<file path="src/rtl/video_timing_pkg.sv">
// Shared definitions for the raster timing generator.
//   - FSM state encodings (IDLE / RUN / STOP)
//   - calc_total : sum of active + porches + sync width (HTOT / VTOT)
//   - count_fits : true when total-1 is representable in a counter of 'width' bits
package video_timing_pkg;

    localparam logic [1:0] ST_IDLE = 2'd0;
    localparam logic [1:0] ST_RUN  = 2'd1;
    localparam logic [1:0] ST_STOP = 2'd2;

    function automatic int calc_total(input int act, input int fp, input int sw, input int bp);
        return act + fp + sw + bp;
    endfunction

    function automatic bit count_fits(input int total, input int width);
        if (total < 1 || width < 1 || width > 31) begin
            return 1'b0;
        end
        return (longint'(total) - 1) < (longint'(1) << width);
    endfunction

endpackage

</file>
<file path="src/rtl/sync_window.sv">
// Combinational sync window decode.
//   i_cnt  : counter value (width bits)
//   o_sync : 'pol' while lo <= i_cnt < lo+len, otherwise ~pol
module sync_window #(
    parameter int lo    = 0,
    parameter int len   = 1,
    parameter int width = 8,
    parameter bit pol   = 1'b1
) (
    input  logic [width-1:0] i_cnt,
    output logic             o_sync
);

    // One extra bit so lo+len (which may equal the counter period) compares cleanly.
    localparam logic [width:0] c_lo = (width+1)'(lo);
    localparam logic [width:0] c_hi = (width+1)'(lo + len);

    logic [width:0] cnt_ext;
    logic           in_win;

    assign cnt_ext = {1'b0, i_cnt};
    assign in_win  = (cnt_ext >= c_lo) && (cnt_ext < c_hi);
    assign o_sync  = in_win ? pol : ~pol;

endmodule

</file>
<file path="src/rtl/hv_timing_gen.sv">
// Raster video timing generator.
//   i_clk / i_rst : pixel clock, asynchronous active-high reset
//   i_en          : run request; output starts/stops only on frame boundaries
//   o1_hcnt/vcnt  : position, 0 = first active pixel / line
//   o1_de         : data enable
//   o1_hsync/vsync: syncs at the configured polarities
//   o1_hclr       : pulse at each line start
//   o1_fs         : pulse at each frame start
//   o1_busy       : high while a frame is being produced (RUN or STOP)
// All outputs are registered; decodes use next-state counters so they line up
// with the registered counter outputs.
module hv_timing_gen
    import video_timing_pkg::*;
#(
    parameter int p_hcnt = 11,
    parameter int p_vcnt = 11,
    parameter int p_hact = 1280,
    parameter int p_hfp  = 110,
    parameter int p_hsw  = 40,
    parameter int p_hbp  = 220,
    parameter int p_vact = 720,
    parameter int p_vfp  = 5,
    parameter int p_vsw  = 5,
    parameter int p_vbp  = 20,
    parameter int p_hpol = 1,
    parameter int p_vpol = 1
) (
    input  logic              i_clk,
    input  logic              i_rst,
    input  logic              i_en,
    output logic [p_hcnt-1:0] o1_hcnt,
    output logic [p_vcnt-1:0] o1_vcnt,
    output logic              o1_de,
    output logic              o1_hsync,
    output logic              o1_vsync,
    output logic              o1_hclr,
    output logic              o1_fs,
    output logic              o1_busy
);

    localparam int c_htot = calc_total(p_hact, p_hfp, p_hsw, p_hbp);
    localparam int c_vtot = calc_total(p_vact, p_vfp, p_vsw, p_vbp);

    generate
        if (!count_fits(c_htot, p_hcnt)) begin : g_hcnt_too_narrow
            $error("hv_timing_gen: HTOT-1 does not fit in p_hcnt bits");
        end
        if (!count_fits(c_vtot, p_vcnt)) begin : g_vcnt_too_narrow
            $error("hv_timing_gen: VTOT-1 does not fit in p_vcnt bits");
        end
    endgenerate

    localparam logic [p_hcnt-1:0] c_hlast = p_hcnt'(c_htot - 1);
    localparam logic [p_vcnt-1:0] c_vlast = p_vcnt'(c_vtot - 1);
    localparam logic [p_hcnt:0]   c_hact  = (p_hcnt+1)'(p_hact);
    localparam logic [p_vcnt:0]   c_vact  = (p_vcnt+1)'(p_vact);
    localparam bit                c_hpol  = (p_hpol != 0);
    localparam bit                c_vpol  = (p_vpol != 0);

    logic [1:0]        state_q, state_d;
    logic [p_hcnt-1:0] hcnt_q, hcnt_d;
    logic [p_vcnt-1:0] vcnt_q, vcnt_d;
    logic              de_q, de_d;
    logic              hsync_q, hsync_d;
    logic              vsync_q, vsync_d;
    logic              hclr_q, hclr_d;
    logic              fs_q, fs_d;
    logic              busy_q, busy_d;

    logic last_h, last_v, active_d;
    logic hsync_win, vsync_win;

    // State and counter advance.
    always_comb begin
        state_d = state_q;
        hcnt_d  = '0;
        vcnt_d  = '0;
        last_h  = (hcnt_q == c_hlast);
        last_v  = (vcnt_q == c_vlast);
        case (state_q)
            ST_RUN, ST_STOP: begin
                // A frame in progress always completes; only the last pixel
                // decides between the next frame and IDLE.
                if (last_h && last_v) begin
                    state_d = i_en ? ST_RUN : ST_IDLE;
                end else begin
                    state_d = i_en ? ST_RUN : ST_STOP;
                end
                if (last_h) begin
                    hcnt_d = '0;
                    vcnt_d = last_v ? '0 : vcnt_q + 1'b1;
                end else begin
                    hcnt_d = hcnt_q + 1'b1;
                    vcnt_d = vcnt_q;
                end
            end
            default: begin
                state_d = i_en ? ST_RUN : ST_IDLE;
            end
        endcase
    end

    sync_window #(
        .lo   (p_hact + p_hfp),
        .len  (p_hsw),
        .width(p_hcnt),
        .pol  (c_hpol)
    ) u_hsync_win (
        .i_cnt (hcnt_d),
        .o_sync(hsync_win)
    );

    // vcnt only moves when hcnt wraps, so vsync edges land on hcnt = 0.
    sync_window #(
        .lo   (p_vact + p_vfp),
        .len  (p_vsw),
        .width(p_vcnt),
        .pol  (c_vpol)
    ) u_vsync_win (
        .i_cnt (vcnt_d),
        .o_sync(vsync_win)
    );

    // Output decodes on the next-state counters.
    always_comb begin
        active_d = (state_d != ST_IDLE);
        de_d     = active_d && ({1'b0, hcnt_d} < c_hact) && ({1'b0, vcnt_d} < c_vact);
        hsync_d  = active_d ? hsync_win : ~c_hpol;
        vsync_d  = active_d ? vsync_win : ~c_vpol;
        hclr_d   = active_d && (hcnt_d == '0);
        fs_d     = hclr_d && (vcnt_d == '0);
        busy_d   = active_d;
    end

    always_ff @(posedge i_clk or posedge i_rst) begin
        if (i_rst) begin
            state_q <= ST_IDLE;
            hcnt_q  <= '0;
            vcnt_q  <= '0;
            de_q    <= 1'b0;
            hsync_q <= ~c_hpol;
            vsync_q <= ~c_vpol;
            hclr_q  <= 1'b0;
            fs_q    <= 1'b0;
            busy_q  <= 1'b0;
        end else begin
            state_q <= state_d;
            hcnt_q  <= hcnt_d;
            vcnt_q  <= vcnt_d;
            de_q    <= de_d;
            hsync_q <= hsync_d;
            vsync_q <= vsync_d;
            hclr_q  <= hclr_d;
            fs_q    <= fs_d;
            busy_q  <= busy_d;
        end
    end

    assign o1_hcnt  = hcnt_q;
    assign o1_vcnt  = vcnt_q;
    assign o1_de    = de_q;
    assign o1_hsync = hsync_q;
    assign o1_vsync = vsync_q;
    assign o1_hclr  = hclr_q;
    assign o1_fs    = fs_q;
    assign o1_busy  = busy_q;

endmodule
</file>
<file path="config.mk">
export PLATFORM = sky130hd
export DESIGN_NAME = hv_timing_gen
export DESIGN_NICKNAME = d
export VERILOG_FILES = /design/src/rtl/video_timing_pkg.sv /design/src/rtl/sync_window.sv /design/src/rtl/hv_timing_gen.sv
export SDC_FILE = /design/constraint.sdc
export NUM_CORES = 1
export LEC_CHECK = 0
export ABC_AREA = 1
export BUFFER_PORTS_ARGS = -buffer_cell sky130_fd_sc_hd__buf_2
export CAP_MARGIN = 20
export CORE_AREA = 2 2 71 73
export DETAILED_ROUTE_END_ITERATION = 6
export DIE_AREA = 0 0 73 75
export SYNTH_ARGS = -nofsm -noshare
export SYNTH_HDL_FRONTEND = slang
export SYNTH_SLANG_ARGS = --single-unit
</file>
<file path="constraint.sdc">
create_clock -name i_clk -period 2.2 [get_ports i_clk]
set_input_delay 0.44 -clock i_clk [delete_from_list [all_inputs] [get_ports i_clk]]
set_output_delay 0.44 -clock i_clk [all_outputs]
set_load 0.05 [all_outputs]
</file>
==> results of run 1 <==
[cell type report]
type | instances | area (um^2) | area share [%]
Tap cell | 54 | 67.6 | 2.83
Timing Repair Buffer | 37 | 203 | 8.49
Sequential cell | 30 | 751 | 31.4
Inverter | 57 | 214 | 8.96
Multi-Input combinational cell | 214 | 1070 | 44.8
Clock buffer | 6 | 82.6 | 3.46
[power groups by stage]
stage / sequential [mW] / combinational (mW) / clock (mW)
after CTS: 0.610 / 0.318 / 0.439
after global placement: 0.617 / 0.320 / 0
after detailed placement: 0.618 / 0.318 / 0
after global routing: 0.615 / 0.350 / 0.464
final: 0.611 / 0.324 / 0.429
after floorplan: 0.729 / 0.123 / 0
[per-layer routing]
layer / global-route usage (%) / share of wire [%]
met1: 27.1 / 44
met3: 2.81 / 2.9
met5: 0 / 0
met4: 5.56 / 1.0
met2: 40.3 / 52
[stage by stage]
stage	total power [mW]	std cells	setup TNS [ns]
after floorplan	0.853	303	0
after global placement	0.936	390	0
after detailed placement	0.936	390	0
after CTS	1.37	398	0
after global routing	1.43	398	-0.0197
final	1.36	398	0
[worst max-delay path, delay by kind of cell, from the launching register on]
| family | cells | cell delay [ns] |
|---|---|---|
| AND/OR/NAND/NOR | 6 | 0.76 |
| buffers and inverters | 3 | 0.29 |
| adder cells (fa/ha/maj) | 1 | 0.20 |
| flip-flops | 1 | 0.41 |
| AO/OA/AOI/OAI | 1 | 0.21 |
[synthesized netlist by cell type, drive strengths merged]
cell type  instances  share of area (%)
xnor2              1               0.43
dfrtp             30                 37
ha                 4                2.5
nand3b             2               0.74
nor3               7                1.7
nor3b              1               0.37
o21bai             1               0.37
nand4              7                2.2
a21oi              3               0.74
buf                2               0.62
o21ai              6                1.7
xor2               6                3.0
nand2             89                 17
nor2              49                 10
nand3             37                 10
or2                1               0.43
inv               57                 11
[placed cells by master (no fill, tap or decap), drive strengths merged, types with 2 or more instances in the layout]
master  count
o21ai       6
nor3        7
buf        37
nand3      37
nand4       7
ha          4
xor2        6
nand3b      2
a21oi       3
nor2       49
inv        57
nand2      89
clkbuf      6
dfrtp      30
[path summary, 6_finish.rpt]
path | from | depth (start not counted) | slack [ns] | end
hold / removal | i_rst | 3 | 0.23 | o1_hcnt[7]
setup reg to reg | o1_hcnt[1] | 11 | 0.21 | o1_de
setup / recovery | o1_hcnt[1] | 11 | 0.21 | o1_de
max in group asynchronous | i_rst | 3 | 1.69 | o1_vcnt[10]
min in group i_clk | i_en | 1 | 0.31 | state_q[0]
hold reg to reg | o1_hcnt[0] | 2 | 0.60 | o1_hcnt[1]
[state kept, by name (all words and copies together), names as in the netlist]
name / cells
o1_hclr: 1
o1_hcnt: 11
o1_fs: 1
o1_de: 1
o1_hsync: 1
o1_busy: 1
state_q: 2
o1_vcnt: 11
o1_vsync: 1
[cell families (layout without fill, tap and decap cells)]
family | count (synthesis) | after routing | share of synthesized area (%)
and+or+nand+nor | 193 | 193 | 43.3
buffers and inverters | 59 | 100 | 11.2
DFF | 30 | 30 | 37.0
AOI/OAI and AO/OA | 10 | 10 | 2.77
xor gates and xnor gates | 7 | 7 | 3.39
adders and majority gates | 4 | 4 | 2.46
[timing repair]
action	CTS	global route
setup endpoints to repair	1	3
pin swaps	1	1
gates resized for setup	0	3
buffers inserted	2	0
==> metrics.csv, run 1 <==
stage;metric;value;unit
run_status;status;finished, final reports clean;
setup_path;worst path cell trace;inv_1 > ha_1 > nor3b_4 > nand3b_1 > buf_4 > nand2_1 > nand3_2 > o21ai_1 > nor2_1 > nand2_1 > inv_1;
setup_path;Worst setup EP type;flop;
placement;IO Port Bufs;30;
final_layout;area delta synth->final;17.6;%
clock_tree;TritonCTS clock tree;done;
clock_tree;H-tree lvl count;2;
pwr;power share of the clock group;31.4;%
logic_synthesis;distinct cell type count after synthesis;27;
placement;placed instance area;0.00227;mm^2
setup_path;CP max FO;4;
detailed_routing;vias per inst;4.99;
timing;count of final hold-check violations;0;
floorplan;Rows;25;
clock_tree;CTS max path bufs;2;
setup_path;CP max-delay cell;dfrtp_1;
timing;worst clock skew;0.00426;ns
clock_tree;clk_lat worst skew;0.28;ns
logic_synthesis;Synth Register Bits;30;
detailed_routing;routed len/inst;13.4;um
setup_path;critical path startpoint category;flop;
global_route;gr ovfl total;0;
final_layout;post-route cell area;0.00239;mm^2
global_route;global-route wire length before repair;9060;um
logic_synthesis;yosys warns;0;
floorplan;I/O pins;31;
setup_path;Critical Path AT;2.16;ns
detailed_routing;initial DRC count;123;
floorplan;Die Ht;75;um
final_layout;layout cells sized above 1;18.6;%
floorplan;Initial Util;43.6;%
timing;Pins Over Slew Limit;0;
global_route;vias in the first global route;1925;
setup_path;critical path type;flop to flop;
pwr;part of the power in combinational logic;23.8;%
final_layout;Final Util;51.2;%
global_route;largest net degree at the start of global routing;31;
placement;HPWL reported at the end of detailed placement;4160;um
final_layout;nets@finish;352;
clock_tree;total CTS buffers;5;
timing;crit share post-route;90.6;%
timing;Max Fclk;0.502;GHz
timing;worst slew pin tran;0.390;ns
timing;final setup vio count;0;
detailed_routing;DRC;0;
detailed_routing;Detail Route Antenna Nets;0;
pwr;peak supply drop;640;uV
setup_path;slowest stage delay, CP;0.41;ns
logic_synthesis;number of nets produced by synthesis;310;
logic_synthesis;Post-Synthesis Cells;303;
pwr;Reg power frac;44.8;%
timing;Min Clock Period, post-route;1.99;ns
floorplan;CORE AREA;0.00466;mm^2
final_layout;# fillers;474;
detailed_routing;routed via count;1988;
logic_synthesis;cell area after synthesis;0.00203;mm^2
job;max-cap violation count;0;
global_route;initial antenna violation count;0;
floorplan;die width;73;um
clock_tree;CTS root buffer;clkbuf_8;
placement;Placement Setup Slack;0.0102;ns
clock_tree;clock transition at the registers of the reported paths;0.06;ns
pwr;P_int;0.911;mW
timing;hold_ws;0.232;ns
pwr;Psw;0.453;mW
global_route;GRT Overall Usage;21.9;%
logic_synthesis;Mean Syn Cell Area;6.70;um^2
placement;GP Congestion;0.886;
detailed_routing;TritonRoute pass-1 iters;4;
timing;Slew headroom;74.0;%
min_path;worst min-delay path class;input port to async pin;
timing;final worst slack;0.207;ns
pwr;Power Density;571;mW/mm^2
final_layout;# diodes;0;
logic_synthesis;sequential area share after synthesis;37.0;%
detailed_routing;final WL;5320;um
setup_path;Crit path required time;2.37;ns
clock_tree;clock sink total;30;
pwr;switching share of power;33.2;%
pwr;leakage power;1.35;nW
clock_tree;Hold Buf Count CTS;0;
floorplan;Total Die Area;0.00548;mm^2
No activity file was read; power rests on OpenSTA's default activity.
==> run 2, diff against run 1 <==
Settings changed: CORE_AREA 2 2 71 73 to 2 2 81 83, CTS_CLUSTER_DIAMETER set to 40, DIE_AREA 0 0 73 75 to 0 0 83 85.
==> run 2 against run 1 <==
Compared with the run above:
- via count decreased by 0.40%
- largest cell class unchanged
- worst setup slack improved by 0.062 ns
- wire length decreased by 1.6%
- register-to-register slack improved by 0.06 ns
- total power increased by 1.6%
- critical endpoint is now o1_vsync
- clock power increased by 7.7%
- non-clock buffer count decreased by 3
- sequential share of layout area about the same
==> metrics.csv, run 2 (same netlist as run 1, synthesis figures left out) <==
stage;metric;value;unit
detailed_routing;vias per inst;4.71;
setup_path;slowest stage delay, CP;0.45;ns
clock_tree;CTS max path bufs;2;
final_layout;# fillers;657;
pwr;peak supply drop;303;uV
global_route;largest net degree at the start of global routing;31;
global_route;global-route wire length before repair;9170;um
clock_tree;clk_lat worst skew;0.28;ns
global_route;initial antenna violation count;0;
clock_tree;post-CTS setup buffer count;0;
final_layout;most common cell after layout, fill and taps aside;nand2_1;
final_layout;Non-Filler Instances;420;
final_layout;# diodes;0;
floorplan;Total Die Area;0.00706;mm^2
timing;count of final hold-check violations;0;
setup_path;Worst setup EP type;flop;
floorplan;Initial Util;32.7;%
placement;placed instance area;0.00229;mm^2
final_layout;post-route cell area;0.00239;mm^2
placement;GP Congestion;0.862;
setup_path;Worst setup startpoint;o1_hcnt[0];
pwr;Power Density;579;mW/mm^2
run_status;status;finished, final reports clean;
setup_path;CP max FO;6;
global_route;gr ovfl total;0;
floorplan;Rows;29;
clock_tree;Hold Buf Count CTS;0;
timing;final setup TNS;0;ns
setup_path;Worst Path Buf+Inv;1;
floorplan;CORE AREA;0.00620;mm^2
setup_path;Critical Path AT;2.14;ns
timing;hold_ws;0.218;ns
detailed_routing;final WL;5240;um
timing;worst clock skew;0.00781;ns
clock_tree;H-tree lvl count;2;
final_layout;area delta synth->final;17.7;%
detailed_routing;routed len/inst;12.5;um
min_path;worst min-delay path class;input port to async pin;
timing;RSZ-0062 raised after global routing;no;
setup_path;Crit path required time;2.41;ns
timing;crit share post-route;87.7;%
placement;HPWL reported at the end of detailed placement;4110;um
detailed_routing;routed via count;1980;
clock_tree;total CTS buffers;5;
setup_path;cell family with most CP delay;simple AND/OR/NAND/NOR gates;
placement;IO Port Bufs;30;
floorplan;I/O pins;31;
timing;final setup vio count;0;
timing;final worst slack;0.270;ns
timing;worst slew pin tran;0.401;ns
setup_path;CP max-delay cell;dfrtp_1;
final_layout;area occupied by multi-input gates;0.00106;mm^2
floorplan;Die Ht;85;um
detailed_routing;DRC;0;
final_layout;FF+latch area;751;um^2
setup_path;critical path type;flop to flop;
detailed_routing;TritonRoute pass-1 iters;4;
clock_tree;CTS root buffer;clkbuf_8;
placement;Placement Setup Slack;0.209;ns
timing;Min Clock Period, post-route;1.93;ns
clock_tree;clock transition at the registers of the reported paths;0.07;ns
timing;Pins Over Slew Limit;0;
global_route;vias in the first global route;1906;
setup_path;worst path cell trace;ha_1 > nor3b_2 > nand3b_1 > nand2_1 > nand3_1 > inv_1 > nand3_1 > nor2_1 > nand2_1 > nor2_1;
timing;Slew headroom;73.3;%
floorplan;die width;83;um
pwr;total power;1.39;mW
detailed_routing;Detail Route Antenna Nets;0;
clock_tree;clock sink total;30;
timing;Max Fclk;0.518;GHz
final_layout;nets@finish;349;
final_layout;layout cells sized above 1;17.8;%
setup_path;reg2reg start;o1_hcnt[0];
final_layout;Final Util;38.5;%
pwr;leakage power;1.34;nW
final_layout;most frequent cells in the layout;nand2_1, inv_1, nor2_1;
global_route;GRT Overall Usage;16.0;%
detailed_routing;initial DRC count;95;
clock_tree;TritonCTS clock tree;done;
setup_path;critical path startpoint category;flop;
job;max-cap violation count;0;
placement;Cell Count Post-Placement;412;
## run 2: changes by cell type in the layout (fill, tap and decap cells not counted)
cell / delta
nand3_1: +1
nor3b_4: -1
nand3_2: -1
buf_4: -3
nor3b_2: +1
clkbuf_1: +1
clkinv_2: +1
## run 2: cell type report
| type | instances | share of cell area, % |
|---|---|---|
| Clock buffer | 7 | 3.61 |
| Inverter | 57 | 8.95 |
| Timing Repair Buffer | 34 | 7.54 |
| Multi-Input combinational cell | 214 | 44.3 |
| Clock inverter | 1 | 0.209 |
| Tap cell | 77 | 4.03 |
| Sequential cell | 30 | 31.4 |
## run 2: path summary, 6_finish.rpt
kind / to / slack, ns / cells after the start
min in group i_clk: state_q[0] / 0.30 / 1
max in group asynchronous: state_q[0] / 1.68 / 3
max: o1_vsync / 0.27 / 10
max reg2reg: o1_vsync / 0.27 / 10
min reg2reg: o1_hcnt[3] / 0.65 / 3
min: o1_vcnt[1] / 0.22 / 3
## run 2: where the power goes
part	total, mW	switching, mW	internal, mW	leakage (nW)
sequential	0.615	0.0292	0.585	0.403
clock	0.462	0.210	0.252	0.0482
combinational	0.309	0.234	0.0753	0.887
## run 2: repair_timing
| item | in CTS | in global routing |
|---|---|---|
| gates resized for setup | 0 | 1 |
| setup endpoints to repair | 0 | 3 |
| hold endpoints to repair | 0 | 0 |
## run 2: worst min-delay path, delay by kind of cell
kind	cells	cell delay [ns]
buffers and inverters	3	0.47
## run 2: per-layer routing
metal  part of all wire [%]  up-vias  routed length [um]  GRT usage (%)
li1                       -     1010                   -              -
met1                     46      914                2440           20.7
met2                     48       46                2530           26.5
met3                    3.5       10                 181           2.92
met4                    1.8        0                  93           6.86
met5                      0        -                   0              0
